`src/rtl/if_id_queue.sv`:
```
// if_id_queue: first-word-fall-through buffer between the MIPS32 fetch
// and decode stages. It carries {instr, pc4} words under valid/ready
// handshakes on both sides. A branch-taken flush discards every buffered
// word and any word arriving that cycle.
module if_id_queue #(
  parameter int          DEPTH    = 2,
  parameter logic [31:0] NOP_WORD = 32'h0000_0000
) (
  input  logic                     clk,
  input  logic                     rst_n,
  input  logic                     fetch_valid,
  output logic                     fetch_ready,
  input  logic [31:0]              fetch_instr,
  input  logic [31:0]              fetch_pc4,
  input  logic                     flush,
  output logic                     id_valid,
  input  logic                     id_ready,
  output logic [31:0]              id_instr,
  output logic [31:0]              id_pc4,
  output logic [$clog2(DEPTH):0]   count
);

  localparam int AW = $clog2(DEPTH);
  localparam int CW = AW + 1;

  // Each entry holds {instr, pc4}.
  logic [63:0]   r_mem [DEPTH];
  logic [AW-1:0] r_wr_ptr;
  logic [AW-1:0] r_rd_ptr;
  logic [CW-1:0] r_count;

  logic          w_push;
  logic          w_pop;
  logic          w_full;
  logic          w_empty;
  logic [63:0]   w_head;

  // Occupancy flags and handshake qualifiers. Flush suppresses both sides.
  always_comb begin
    w_full  = (r_count == CW'(DEPTH));
    w_empty = (r_count == '0);
    w_push  = fetch_valid & ~w_full & ~flush;
    w_pop   = ~w_empty & id_ready & ~flush;
  end

  // Fall-through read: the head entry drives decode the cycle it becomes valid.
  always_comb begin
    w_head      = r_mem[r_rd_ptr];
    fetch_ready = ~w_full;
    id_valid    = ~w_empty;
    id_instr    = w_empty ? NOP_WORD : w_head[63:32];
    id_pc4      = w_empty ? 32'h0 : w_head[31:0];
    count       = r_count;
  end

  // Storage write. Contents need no reset because count gates visibility.
  always_ff @(posedge clk) begin
    if (w_push) begin
      r_mem[r_wr_ptr] <= {fetch_instr, fetch_pc4};
    end
  end

  // Pointer and occupancy update. Flush has priority over push and pop.
  always_ff @(posedge clk or negedge rst_n) begin
    if (!rst_n) begin
      r_wr_ptr <= '0;
      r_rd_ptr <= '0;
      r_count  <= '0;
    end else if (flush) begin
      r_wr_ptr <= '0;
      r_rd_ptr <= '0;
      r_count  <= '0;
    end else begin
      // DEPTH is a power of two, so plain increment wraps DEPTH-1 to 0.
      if (w_push) begin
        r_wr_ptr <= r_wr_ptr + AW'(1);
      end
      if (w_pop) begin
        r_rd_ptr <= r_rd_ptr + AW'(1);
      end
      case ({w_push, w_pop})
        2'b10:   r_count <= r_count + CW'(1);
        2'b01:   r_count <= r_count - CW'(1);
        default: r_count <= r_count;
      endcase
    end
  end

endmodule

```
`config.mk`:
```
export PLATFORM = sky130hd
export DESIGN_NAME = if_id_queue
export DESIGN_NICKNAME = d
export VERILOG_FILES = /design/src/rtl/if_id_queue.sv
export SDC_FILE = /design/constraint.sdc
export NUM_CORES = 1
export LEC_CHECK = 0
export ABC_CLOCK_PERIOD_IN_PS = 9500
export BUFFER_PORTS_ARGS = -buffer_cell sky130_fd_sc_hd__buf_2
export CORE_ASPECT_RATIO = 0.7
export CORE_UTILIZATION = 56
export DETAILED_ROUTE_END_ITERATION = 8
export PLACE_DENSITY = 0.85
export SYNTH_ARGS = -nofsm -noshare
export SYNTH_HDL_FRONTEND = slang
export SYNTH_SLANG_ARGS = --single-unit
```
`constraint.sdc`:
```
create_clock -name clk -period 9.5 [get_ports clk]
set_clock_uncertainty 0.1 [all_clocks]
set_input_delay 0.475 -clock clk [delete_from_list [all_inputs] [get_ports clk]]
set_output_delay 0.475 -clock clk [all_outputs]
set_load 0.005 [all_outputs]
```
==> results of run 1 <==
==> power by group through the flow <==
stage                     clock, uW  combinational, uW  sequential [uW]
after detailed placement          0                105              694
after global routing            688                117              685
after global placement            0                102              693
after floorplan                   0               66.7              683
after CTS                       666                106              683
final                           656                105              682
==> critical path, cell delays in order, from the launching register on <==
cell	delay [ns]
dfrtp_4	1.14
mux2i_1	0.30
nor2_1	0.09
buf_2	0.17
==> layer usage <==
metal  part of all wire [%]  vias to the layer above  GRT usage (%)
met2                     48                      116          33.59
met3                    8.5                       10          9.104
li1                       -                     1398              -
met5                      0                        -              0
met1                     42                     1408          23.92
met4                    1.1                        0          8.571
==> worst paths after layout <==
path / cells past startpoint / endpoint
max in group asynchronous: 2 / r_rd_ptr
hold reg to reg: 2 / r_wr_ptr
min in group asynchronous: 2 / count[1]
setup / recovery: 3 / id_pc4[9]
setup reg to reg: 5 / r_mem[0][48]
hold / removal: 1 / r_mem[0][52]
==> sequential cells by signal, indices dropped and copies added (netlist names) <==
register	cells
count	2
r_mem	128
r_rd_ptr	1
r_wr_ptr	1
==> layout make-up <==
class / count / area (um^2)
inverter: 3 / 11.26
clock inverter: 13 / 163.9
sequential: 132 / 3948
multi-input combinational: 148 / 1022
tap: 120 / 150.1
timing repair buffer: 140 / 713.2
clock buffer: 19 / 432.9
fill: 522 / 2142
==> repair_timing <==
action / in CTS / in global routing
hold endpoints to repair: 4 / 0
buffers inserted: 0 / 0
hold buffers: 1 / 0
==> cells by family (layout without fill, tap and decap cells) <==
family | count (synthesis) | in the layout | share of synthesized area, %
flops | 132 | 132 | 78.19
xor+xnor | 1 | 1 | 0.1737
compound gates | 8 | 8 | 0.8932
mux | 65 | 65 | 12.90
simple gates | 74 | 74 | 5.954
buf+inv | 17 | 175 | 1.885
==> stage by stage <==
stage | worst slack (ns) | hold slack [ns] | utilization [%]
detailed placement | 7.012 | 0.1838 | 67.97
CTS | 6.724 | 0.1367 | 75.04
floorplan | 3.414 | 0.07941 | -
global placement | 7.111 | 0.1800 | 67.97
global route | 6.653 | 0.1347 | 75.04
finish | 6.738 | 0.1522 | 75.04
==> cells in the final DEF, fill, tap and decap left out, types with 2 or more instances in the layout <==
master / synthesis / routed
buf_2: 7 / 136
edfxtp_1: 128 / 128
mux2i_1: 65 / 65
nor2_1: 66 / 65
clkbuf_16: 0 / 17
clkinv_2: 0 / 5
a21oi_1: 4 / 4
bufinv_16: 0 / 4
clkinv_1: 0 / 3
dfrtp_1: 4 / 3
buf_4: 6 / 3
inv_2: 2 / 2
o21ai_0: 2 / 2
clkbuf_1: 1 / 2
==> results.sh, run 1 <==
export IMPL_worst_ep_arrival_time_ns=2.19
export IMPL_sw_frac_of_total_pct=20.47
export IMPL_clkPwrFrac_pct=45.5
export IMPL_antennaDiodeCount=0
export IMPL_worst_path_max_fanout=65
export IMPL_cts_sinks=132
export IMPL_drt_antenna_violating_nets=0
export IMPL_die_h_um=81.40
export IMPL_gr_total_overflow=0
export IMPL_syn_instance_count=297
export IMPL_power_net_switching_uw=295.6
export IMPL_worstPathRequired_ns=8.93
export IMPL_detail_route_wirelength_mm=9.198
export IMPL_final_number_of_max_transition_violations=0
export IMPL_synth_seq_cells=132
export IMPL_unique_cell_type_count_in_the_yosys_netlist=21
export IMPL_endpoint_kind="primary output"
export IMPL_yosysMostFrequentCell="edfxtp_1"
export IMPL_starting_utilization_of_the_core_area_pct=58.76
export IMPL_top_cell_type_by_total_area_after_synthesis="edfxtp_1"
export IMPL_holdCritPathClass="in -> reg"
export IMPL_cts_resized=0
export IMPL_synth_sequential_area_ratio_pct=78.19
export IMPL_num_nets_final=511
export IMPL_cts_buffers_inserted=17
export IMPL_clock_tree_buffer_depth=2
export IMPL_routed_via_density=5.099
export IMPL_dr_pass1_iters=4
export IMPL_r2r_slack_ns=6.99
export IMPL_grt_pass1_vias=2860
export IMPL_crit_reg2reg_launch="count[1]"
export IMPL_number_of_ports_placed_on_the_die_boundary=137
export IMPL_core_region_area_mm2=0.008583
export IMPL_final_min_clock_period_ns=2.762
export IMPL_fmaxAchievable_mhz=362.1
export IMPL_drv_max_cap_violation_count=0
export IMPL_vias=2932
export IMPL_timing_setup_tns_ns=0
export IMPL_syn_area_mm2=0.005044
export IMPL_grt_start_max_net_pins=66
export IMPL_netlist_area_leader_share_pct=76.21
export IMPL_top_reg_cell_synth="edfxtp_1"
export IMPL_cts_htree_levels=4
export IMPL_max_vdd_ir_drop_mv=0.1766
export IMPL_critPathLaunchType="register"
export IMPL_p_total_uw=1444
export IMPL_core_rowCount=28
export IMPL_ys_warn_count=0
export IMPL_async_reset_ff_share_pct=3.030
export IMPL_drt_iter0_markers=144
export IMPL_rsz0062_at_grt="no"
export IMPL_first_pass_grt_wire_length_mm=13.67
export IMPL_intPower_uw=1148
export IMPL_grt_resource_usage_total_pct=20.56
export IMPL_dp_cells=542
export IMPL_power_per_cell_area_mw_per_mm2=224.1
export IMPL_post_route_period_util_pct=29.07
export IMPL_max_slew_margin_rel_pct=24.31
export IMPL_min_delay_start="fetch_instr[20]"
export IMPL_die_width_um=115.4
export IMPL_dp_final_hpwl_mm=5.527
export IMPL_seqPwrFrac_pct=47.3
export IMPL_power_leakage_uw=0.002485
export IMPL_logic_gate_share_of_total_power_pct=7.3
export IMPL_synth_area_top_cells="edfxtp_1 76%, mux2i_1 13%, nor2_1 4.9%"
export IMPL_post_route_cell_area_mm2=0.006441
export IMPL_synth_cells_most_frequent="128 x edfxtp_1, 66 x nor2_1, 65 x mux2i_1"
export IMPL_place_area_mm2=0.005834
export IMPL_syn2layout_area_growth_pct=27.71
export IMPL_finalHoldViolations=0
export IMPL_clock_transition_at_the_registers_of_the_reported_paths_ns=0.05
export IMPL_status="complete, no violations"
export IMPL_drc=0
export IMPL_tightest_slew_ns=1.135
export IMPL_setup_viol=0
export IMPL_final_layout_size_suffix_gt1_share_pct=38.02
export IMPL_clk_insertion_delay_late_ns=0.41
export IMPL_port_buffer_count=136
export IMPL_globalplace_congestion=0.8421
export IMPL_tritoncts="built"
export IMPL_syn_num_nets=366
export IMPL_worstSetupStartpoint="r_rd_ptr"
export IMPL_syn_area_per_cell_um2=16.98
export IMPL_count_of_flip_flops_with_a_built_in_enable_after_synthesis=128
export IMPL_die_area_mm2=0.009396
export IMPL_root_buffer="clkbuf_16"
export IMPL_number_of_antenna_violations_at_the_first_check_in_global_routing=0
export IMPL_finalNonFillerCells=575
export IMPL_drt_wirelength_per_cell_um=16.00
export IMPL_critical_setup_path_kind="reg -> out"
No activity file was read; power rests on OpenSTA's default activity.
==> run 2: changes to the inputs <==
==> config.mk (replaced) <==
export PLATFORM = sky130hd
export DESIGN_NAME = if_id_queue
export DESIGN_NICKNAME = d
export VERILOG_FILES = /design/src/rtl/if_id_queue.sv
export SDC_FILE = /design/constraint.sdc
export NUM_CORES = 1
export LEC_CHECK = 0
export ABC_CLOCK_PERIOD_IN_PS = 2530
export BUFFER_PORTS_ARGS = -buffer_cell sky130_fd_sc_hd__buf_2
export CORE_ASPECT_RATIO = 0.7
export CORE_UTILIZATION = 47
export DETAILED_ROUTE_END_ITERATION = 8
export PLACE_DENSITY = 0.77
export SYNTH_ARGS = -nofsm -noshare
export SYNTH_HDL_FRONTEND = slang
export SYNTH_SLANG_ARGS = --single-unit
==> constraint.sdc (replaced) <==
create_clock -name clk -period 2.53 [get_ports clk]
set_clock_uncertainty 0.1 [all_clocks]
set_input_delay 0.1265 -clock clk [delete_from_list [all_inputs] [get_ports clk]]
set_output_delay 0.1265 -clock clk [all_outputs]
set_load 0.005 [all_outputs]
==> run 2 against run 1 <==
Register-to-register slack lost 6.3 ns. Sequential power grew to 3.7 times the previous value. Clock power grew to 3.4 times the previous value. Worst setup slack lost 6.3 ns. Wire length grew 8.2%. Design area grew 11%. Die area grew 19%. Combinational power grew to 5.0 times the previous value. Global-route usage shrank 2.1 points. Sequential share of layout area shrank 6.3 points. Critical path type unchanged. Largest cell class unchanged. Highest routed layer unchanged.
==> results.sh, run 2 (synthesis results as in run 1) <==
export IMPL_status="complete, no violations"
export IMPL_max_slew_margin_rel_pct=64.77
export IMPL_antennaDiodeCount=0
export IMPL_die_area_mm2=0.01116
export IMPL_grt_pass1_vias=3134
export IMPL_tightest_slew_ns=0.5284
export IMPL_max_vdd_ir_drop_mv=0.4537
export IMPL_core_region_area_mm2=0.01040
export IMPL_crit_end="id_instr[18]"
export IMPL_gr_total_overflow=0
export IMPL_post_cts_setup_buffer_count=0
export IMPL_grt_start_max_net_pins=66
export IMPL_routed_via_density=4.837
export IMPL_critical_setup_path_kind="reg -> out"
export IMPL_crit_reg2reg_capture="r_mem[1][17]"
export IMPL_post_route_period_util_pct=83.07
export IMPL_clock_tree_buffer_depth=2
export IMPL_core_rowCount=31
export IMPL_setup_viol=0
export IMPL_power_leakage_uw=0.002777
export IMPL_path_buf_inv=2
export IMPL_p_total_uw=5330
export IMPL_r2r_slack_ns=0.65
export IMPL_timing_critical_path_depth=4
export IMPL_final_layout_size_suffix_gt1_share_pct=33.40
export IMPL_worstPathRequired_ns=2.30
export IMPL_syn2layout_area_growth_pct=42.40
export IMPL_finalHoldViolations=0
export IMPL_critPathTopFamily="flip-flops"
export IMPL_logic_gate_share_of_total_power_pct=9.9
export IMPL_final_min_clock_period_ns=2.102
export IMPL_detail_route_wirelength_mm=9.953
export IMPL_cts_sinks=132
export IMPL_dr_pass1_iters=4
export IMPL_endpoint_kind="primary output"
export IMPL_finalNonFillerCells=656
export IMPL_drt_iter0_markers=163
export IMPL_timing_setup_tns_ns=0
export IMPL_power_net_switching_uw=1134
export IMPL_root_buffer="clkbuf_16"
export IMPL_cts_htree_levels=4
export IMPL_crit_chain="buf_12 > mux2i_1 > nor2_1 > buf_2"
export IMPL_r2r_cells=5
export IMPL_crit_reg2reg_launch="count[1]"
export IMPL_port_buffer_count=136
export IMPL_dp_cells=556
export IMPL_layout_common_cells="136 x buf_2, 128 x edfxtp_1, 68 x dlygate4sd3_1, 65 x mux2i_1, 65 x nor2_1"
export IMPL_cts_buffers_inserted=17
export IMPL_power_per_cell_area_mw_per_mm2=742.1
export IMPL_num_nets_final=580
export IMPL_first_pass_grt_wire_length_mm=15.14
export IMPL_cts_resized=0
export IMPL_clkPwrFrac_pct=42.5
export IMPL_starting_utilization_of_the_core_area_pct=48.52
export IMPL_globalplace_congestion=0.8305
export IMPL_critical_path_max_stage_delay_ns=0.76
export IMPL_die_h_um=88.67
export IMPL_number_of_ports_placed_on_the_die_boundary=137
export IMPL_drv_max_cap_violation_count=0
export IMPL_largest_reg_flops=128
export IMPL_max_flop_register="r_mem"
export IMPL_drc=0
export IMPL_tritoncts="built"
export IMPL_worst_ep_arrival_time_ns=1.88
export IMPL_grt_resource_usage_total_pct=18.44
export IMPL_number_of_fill_cells=704
export IMPL_holdCritPathClass="in -> reg"
export IMPL_intPower_uw=4196
export IMPL_number_of_antenna_violations_at_the_first_check_in_global_routing=0
export IMPL_vias=3173
export IMPL_clk_insertion_delay_late_ns=0.39
export IMPL_fmaxAchievable_mhz=475.8
export IMPL_worst_path_max_fanout=27
export IMPL_sw_frac_of_total_pct=21.28
export IMPL_critPathSlowestCell="dfrtp_4"
export IMPL_critPathLaunchType="register"
export IMPL_dp_final_hpwl_mm=5.582
export IMPL_final_number_of_max_transition_violations=0
export IMPL_seqPwrFrac_pct=47.6
export IMPL_most_common_cell_after_layout_fill_and_taps_aside="buf_2"
export IMPL_worstSetupStartpoint="r_rd_ptr"
export IMPL_die_width_um=125.8
export IMPL_clock_transition_at_the_registers_of_the_reported_paths_ns=0.05
export IMPL_timing_hold_ws_ns=0.05720
export IMPL_hold_buffers=68
export IMPL_drt_wirelength_per_cell_um=15.17
export IMPL_drt_antenna_violating_nets=0
export IMPL_rsz0062_at_grt="no"
-- run 2: changes by cell type in the layout (fill, tap and decap cells not counted), sizes merged --
cell,before,now
dlygate4sd3,1,68
buf,139,141
bufinv,4,2
clkinv,8,10
-- run 2: power by group through the flow --
stage	clock [uW]	sequential (uW)	combinational, uW
3_5_place_dp	0	2580	447
2_1_floorplan	0	2560	255
6_report	2260	2540	530
5_1_grt	2380	2540	582
4_1_cts	2290	2540	530
3_3_place_gp	0	2580	439
-- run 2: area by class of cell --
| cell class | count | area, um^2 | area share [%] |
|---|---|---|---|
| Inverter | 3 | 11.26 | 0.1568 |
| Sequential cell | 132 | 3948 | 54.97 |
| Clock buffer | 19 | 432.9 | 6.028 |
| Timing Repair Buffer | 209 | 1461 | 20.35 |
| Clock inverter | 13 | 116.4 | 1.620 |
| Multi-Input combinational cell | 148 | 1047 | 14.58 |
| Tap cell | 132 | 165.2 | 2.300 |
-- run 2: per-layer routing --
metal	global-route usage (%)	vias to the layer above	wire length, um
met1	22.76	1510	4388
met2	31.11	119	4882
met3	5.320	11	596
met5	0	-	0
met4	7.886	0	86
li1	-	1533	-
-- run 2: worst reg2reg max path, cell delays in order, from the launching register on --
cell and delay [ns]:
dfrtp_1 0.48, nor2b_4 0.18, inv_2 0.09, nand2_4 0.07, nor3b_4 0.21, buf_12 0.33
-- run 2: per-stage QoR --
step           util [%]  setup slack, ns  area [um^2]
2_1_floorplan         -          -0.3850         5079
3_3_place_gp      57.26           0.7580         5952
3_5_place_dp      57.26           0.6813         5952
4_1_cts           69.09           0.4009         7182
5_1_grt           69.09           0.3032         7182
6_report          69.09           0.4283         7182
-- run 2: worst min-delay path by stage --
stage | endpoint | depth (start not counted) | slack (ns) | from
3_3_place_gp | count[0] | 1 | -0.17 | rst_n
5_1_grt | r_wr_ptr | 4 | 0.08 | fetch_valid
6_report | r_wr_ptr | 4 | 0.06 | fetch_valid
3_5_place_dp | count[1] | 1 | -0.16 | rst_n
4_1_cts | count[0] | 3 | 0.008 | fetch_valid
2_1_floorplan | count[0] | 0 | -0.27 | rst_n
